`config.mk`:
```
export PLATFORM = sky130hd
export DESIGN_NAME = rgmii_transmitter
export DESIGN_NICKNAME = d
export VERILOG_FILES = /design/src/rtl/rgmii_pkg.sv /design/src/rtl/rgmii_ddr_output_buffer.sv /design/src/rtl/rgmii_transmitter.sv
export SDC_FILE = /design/constraint.sdc
export NUM_CORES = 1
export LEC_CHECK = 0
export BUFFER_PORTS_ARGS = -buffer_cell sky130_fd_sc_hd__buf_2
export CAP_MARGIN = 0
export CORE_UTILIZATION = 35
export CTS_CLUSTER_DIAMETER = 30
export CTS_CLUSTER_SIZE = 8
export DETAILED_ROUTE_END_ITERATION = 7
export PLACE_DENSITY_LB_ADDON = 0.08
export REMOVE_ABC_BUFFERS = 1
export SYNTH_ARGS = -nofsm -noshare
export SYNTH_HDL_FRONTEND = slang
export SYNTH_SLANG_ARGS = --single-unit
```
`constraint.sdc`:
```
create_clock -name clock -period 1.9 [get_ports clock]
set_clock_uncertainty 0.15 [all_clocks]
set_input_delay 0.285 -clock clock [delete_from_list [all_inputs] [get_ports clock]]
set_output_delay 0.285 -clock clock [all_outputs]
set_load 0.01 [all_outputs]
```
`src/rtl/rgmii_pkg.sv`:
```
// Shared RGMII definitions: transmit state encoding, line byte constants and
// a saturating counter helper, used by both transmit and receive sides.
package rgmii_pkg;

  typedef enum logic [2:0] {
    IDLE     = 3'd0,
    PREAMBLE = 3'd1,
    SFD      = 3'd2,
    DATA     = 3'd3,
    DRAIN    = 3'd4,
    IFG      = 3'd5
  } tx_state_t;

  localparam logic [7:0] PREAMBLE_BYTE = 8'h55;
  localparam logic [7:0] SFD_BYTE      = 8'hD5;
  localparam logic [7:0] IDLE_BYTE     = 8'h00;

  function automatic logic [15:0] sat_inc16(input logic [15:0] value);
    return (value == 16'hFFFF) ? value : value + 16'd1;
  endfunction

endpackage

```
`src/rtl/rgmii_ddr_output_buffer.sv`:
```
// Behavioural DDR output register pair; a vendor ODDR primitive replaces this
// for synthesis. High-phase values show while clock is high, low-phase while low.
module rgmii_ddr_output_buffer #(
  parameter int DATA_WIDTH = 4
) (
  input  logic                  clock,
  input  logic                  reset,
  input  logic [DATA_WIDTH-1:0] data_high,
  input  logic [DATA_WIDTH-1:0] data_low,
  input  logic                  ctl_high,
  input  logic                  ctl_low,
  output logic [DATA_WIDTH-1:0] data_out,
  output logic                  ctl_out
);

  logic [DATA_WIDTH-1:0] data_high_q;
  logic [DATA_WIDTH-1:0] data_low_hold;
  logic [DATA_WIDTH-1:0] data_low_q;
  logic                  ctl_high_q;
  logic                  ctl_low_hold;
  logic                  ctl_low_q;

  // Rising edge: launch the high phase and hold the low half for the negedge
  always_ff @(posedge clock) begin
    if (reset) begin
      data_high_q   <= '0;
      data_low_hold <= '0;
      ctl_high_q    <= 1'b0;
      ctl_low_hold  <= 1'b0;
    end else begin
      data_high_q   <= data_high;
      data_low_hold <= data_low;
      ctl_high_q    <= ctl_high;
      ctl_low_hold  <= ctl_low;
    end
  end

  // Falling edge: launch the low phase captured at the preceding rising edge
  always_ff @(negedge clock) begin
    if (reset) begin
      data_low_q <= '0;
      ctl_low_q  <= 1'b0;
    end else begin
      data_low_q <= data_low_hold;
      ctl_low_q  <= ctl_low_hold;
    end
  end

  assign data_out = clock ? data_high_q : data_low_q;
  assign ctl_out  = clock ? ctl_high_q  : ctl_low_q;

endmodule

```
`src/rtl/rgmii_transmitter.sv`:
```
// Gigabit RGMII transmit path: frames the MAC egress byte stream with preamble
// and SFD, enforces the inter-frame gap and flags underruns with TX_ER.
module rgmii_transmitter
  import rgmii_pkg::*;
#(
  parameter int PREAMBLE_BYTES = 7,
  parameter int IFG_BYTES      = 12
) (
  input  logic        clock,
  input  logic        reset,
  input  logic [7:0]  s_data,
  input  logic        s_valid,
  input  logic        s_last,
  output logic        s_ready,
  output logic [3:0]  rgmii_txd,
  output logic        rgmii_tx_ctl,
  output logic        rgmii_txc,
  output logic        busy,
  output logic [15:0] underrun_count
);

  localparam logic [5:0] PRE_LAST = 6'(PREAMBLE_BYTES - 1);
  localparam logic [5:0] IFG_LAST = 6'(IFG_BYTES - 1);

  tx_state_t  state;
  logic [5:0] count;
  logic [7:0] tx_byte;
  logic       tx_en;
  logic       tx_er;

  assign s_ready   = (state == DATA) || (state == DRAIN);
  assign busy      = (state != IDLE);
  assign rgmii_txc = clock;

  // Framing FSM and byte stage; the byte stage idles unless a state drives it
  always_ff @(posedge clock) begin
    if (reset) begin
      state          <= IDLE;
      count          <= 6'd0;
      tx_byte        <= IDLE_BYTE;
      tx_en          <= 1'b0;
      tx_er          <= 1'b0;
      underrun_count <= 16'd0;
    end else begin
      tx_byte <= IDLE_BYTE;
      tx_en   <= 1'b0;
      tx_er   <= 1'b0;
      case (state)
        IDLE: begin
          if (s_valid) begin
            state <= PREAMBLE;
            count <= 6'd0;
          end
        end
        PREAMBLE: begin
          tx_byte <= PREAMBLE_BYTE;
          tx_en   <= 1'b1;
          if (count == PRE_LAST) begin
            state <= SFD;
            count <= 6'd0;
          end else begin
            count <= count + 6'd1;
          end
        end
        SFD: begin
          tx_byte <= SFD_BYTE;
          tx_en   <= 1'b1;
          state   <= DATA;
        end
        DATA: begin
          tx_en <= 1'b1;
          if (s_valid) begin
            tx_byte <= s_data;
            if (s_last) begin
              state <= IFG;
              count <= 6'd0;
            end
          end else begin
            // Source starved mid-frame: poison this byte and drop the rest
            tx_er          <= 1'b1;
            underrun_count <= sat_inc16(underrun_count);
            state          <= DRAIN;
          end
        end
        DRAIN: begin
          if (s_valid && s_last) begin
            state <= IFG;
            count <= 6'd0;
          end
        end
        IFG: begin
          if (count == IFG_LAST) begin
            state <= IDLE;
            count <= 6'd0;
          end else begin
            count <= count + 6'd1;
          end
        end
        default: begin
          state <= IDLE;
          count <= 6'd0;
        end
      endcase
    end
  end

  rgmii_ddr_output_buffer #(
    .DATA_WIDTH (4)
  ) u_ddr (
    .clock     (clock),
    .reset     (reset),
    .data_high (tx_byte[3:0]),
    .data_low  (tx_byte[7:4]),
    .ctl_high  (tx_en),
    .ctl_low   (tx_en ^ tx_er),
    .data_out  (rgmii_txd),
    .ctl_out   (rgmii_tx_ctl)
  );

endmodule
```
==> reports/results.txt <==
Status -> finished with violations
Failing checks -> negative setup slack
GRT Overall Usage -> 0.172
CP endpoint kind -> primary output
Die area -> 6730 um^2
Leakage -> 1.26 nW
Seq cells post-synth -> 50
Drt via density -> 5.13
Crit Path Category -> reg -> out
Netlist Area Pre-Place -> 2240 um^2
Syn avg cell area -> 8.90 um^2
Final net count -> 339
Slack of the critical path -> -0.632 ns
First-pass GRT wire length -> 8.71 mm
Synth unique cells -> 50
Nature of the critical path startpoint -> flip-flop
Final Hold Viols -> 0
Max IR drop VDD -> 0.000553 V
Hold WS -> 0.0428 ns
Hold Crit Start -> reset
Final cell count without fillers -> 402
Initial antenna violation count -> 0
WL/cell -> 12.8 um
Die Ht -> 82.0 um
Pin count of the biggest net entering global routing -> 34
RSZ-0062 raised after global routing -> true
Register-to-register setup slack -> 0.02 ns
CTS tree -> yes
Synth Warn # -> 0
Most used DFF post-synth -> dfxtp_1
Cell count after synthesis -> 252
CP Cell Sequence -> mux2_4 > buf_6
Metal1 wirelength -> 2.48 mm
Post-synthesis async set-or-reset flop share -> 0
Layout area overhead -> 36.4%
GP Congestion -> 0.730
Pins Over Slew Limit -> 0
Starting Density -> 0.370
Worst Tran Pin Value -> 0.497 ns
Slew headroom -> 0.665
Dpl cells -> 375
Met2 WL post-DR -> 2.33 mm
Hold-critical path depth -> 2
Reg-to-Reg Start -> state[1]
Metal3 WL -> 271 um
Core Region -> 6060 um^2
Critical Path RT -> 1.46 ns
Top-level I/O count -> 36
R2r endpoint -> count[5]
Dominant cell type by area after synthesis -> dfxtp_1
Post-synth EDFFs -> 0
Vias in the first global route -> 1998
Initial drt markers -> 60
Yosys top cell area share -> 0.446
Vias -> 2063
Seq/Total Area, Yosys -> 0.446
CP arrival -> 2.10 ns
Post-synth top cells -> dfxtp_1, nor2_1, nor2b_1, a21oi_1, nand2_1
HPWL Detailed -> 3.42 mm
HP Class -> in -> reg
Share of layout cells above drive strength 1 -> 0.319
PD cells -> 779 nW/um^2
Synth top area cells -> dfxtp_1, nor2b_1, a21oi_1
Final ANT Viol Nets -> 0
Setup TNS -> -3.13 ns
IO Port Bufs -> 35
WHS Endpoint -> u_ddr.ctl_low_hold
Max stage delay cell, worst path -> dfxtp_1
Post-Route WL -> 5.15 mm
Max incr delay on CP -> 0.29 ns
DR top layer -> met4
Drt pass-1 iters -> 4
Endpoints failing setup -> 5
DRC viols -> 0
Reg2reg path depth -> 5
Chip width -> 82.0 um
Final core utilization -> 0.505
Max Cap Viol -> 0
Rows -> 28
CP max FO -> 1
Clock Pin Slew Worst Setup and Hold Paths -> 0.09 ns
Skew-Pair Late Insertion Delay -> 0.40 ns
Count leader, synth -> dfxtp_1
GRT Residual Overflow -> 0
-- timing repair --
item | CTS | global route
gates resized for setup | 12 | 17
setup buffers | 0 | 1
hold buffers | 8 | 0
endpoints found under the setup margin | 8 | 23
hold endpoints to repair | 8 | 0
pin swaps | 2 | 5
-- cell usage in the layout, fill, tap and decap left out, types with 3 or more instances in the layout --
master | synthesis | routed
or3_1 | 4 | 4
or4_1 | 5 | 4
and2_1 | 5 | 5
dlygate4sd3_1 | 0 | 8
buf_6 | 1 | 7
ha_1 | 3 | 3
nand4_1 | 4 | 4
o21ai_0 | 9 | 8
clkbuf_8 | 0 | 10
nand2_1 | 16 | 16
a211oi_1 | 5 | 3
mux2_2 | 8 | 4
dfxtp_1 | 50 | 47
inv_1 | 9 | 13
a21oi_1 | 19 | 18
nor2_1 | 20 | 20
mux2_4 | 0 | 4
dfxtp_2 | 0 | 3
a211oi_2 | 2 | 4
and4_1 | 3 | 3
buf_4 | 1 | 27
nor2b_1 | 20 | 20
buf_2 | 4 | 30
nand3_1 | 9 | 9
o31ai_1 | 5 | 5
nor3_1 | 8 | 6
-- through the flow --
step / worst slack, ns / instance area, um^2 / power, W
after floorplan: -0.556 / 2170 / 0.00126
after global placement: -0.128 / 2650 / 0.00139
after detailed placement: -0.134 / 2650 / 0.00139
after CTS: -0.641 / 2960 / 0.00243
after global routing: -0.696 / 3060 / 0.00253
final: -0.632 / 3060 / 0.00238
-- state kept, by name, summed over array words and instances, names as in the netlist, 3 cells and up --
register / cells
count: 6
state: 3
tx_byte: 8
u_ddr.data_high_q: 4
u_ddr.data_low_hold: 4
u_ddr.data_low_q: 4
underrun_count: 16
-- cell type report --
| cell class | count | area [um^2] |
|---|---|---|
| antenna | 1 | 2.50 |
| clock buffer | 17 | 203 |
| clock inverter | 7 | 36.3 |
| fill | 603 | 3000 |
| inverter | 8 | 30.0 |
| multi-input combinational | 178 | 1240 |
| sequential | 50 | 1000 |
| tap | 75 | 93.8 |
| timing repair buffer | 66 | 450 |
-- metal layers --
| layer | up-vias | global-route usage |
|---|---|---|
| met5 | - | 0 |
| met4 | 0 | 0.0789 |
| met3 | 9 | 0.0644 |
| met2 | 51 | 0.257 |
| met1 | 951 | 0.217 |
| li1 | 1052 | - |
-- how the worst max path moves through the flow --
stage / from / to / slack [ns] / cells past startpoint
3_3_place_gp: u_ddr.data_low_q[0] / rgmii_txd[0] / -0.13 / 2
6_report: u_ddr.data_low_q[0] / rgmii_txd[0] / -0.63 / 2
2_1_floorplan: underrun_count[0] / underrun_count[7] / -0.56 / 5
5_1_grt: u_ddr.data_low_q[3] / rgmii_txd[3] / -0.70 / 2
3_5_place_dp: u_ddr.ctl_low_q / rgmii_tx_ctl / -0.13 / 2
4_1_cts: u_ddr.ctl_low_q / rgmii_tx_ctl / -0.64 / 2
-- worst max-delay path: cells and delay by family (launching register included) --
kind     cells  cell delay [ns]
mux          1             0.26
flops        1             0.29
buf+inv      1             0.12
-- logic make-up (layout without fill, tap and decap cells) --
| kind of cell | Yosys count | count (layout) | synth area share |
|---|---|---|---|
| AOI/OAI and AO/OA | 55 | 55 | 0.165 |
| xor gates and xnor gates | 2 | 2 | 0.00781 |
| adders and majority gates | 3 | 3 | 0.0167 |
| buffers and inverters | 24 | 98 | 0.0474 |
| DFF | 50 | 50 | 0.446 |
| muxes | 9 | 9 | 0.0452 |
| other | 0 | 1 | 0 |
| and+or+nand+nor | 109 | 109 | 0.272 |
-- power breakdown --
| group | switching [W] | leakage [nW] | internal [W] | total (W) |
|---|---|---|---|---|
| Sequential | 0.0000131 | 0.406 | 0.00108 | 0.00109 |
| Combinational | 0.0000995 | 0.680 | 0.0000948 | 0.000194 |
| Clock | 0.000520 | 0.178 | 0.000580 | 0.00110 |
| Total | 0.000633 | 1.26 | 0.00175 | 0.00238 |
No activity file was read; power rests on OpenSTA's default activity.
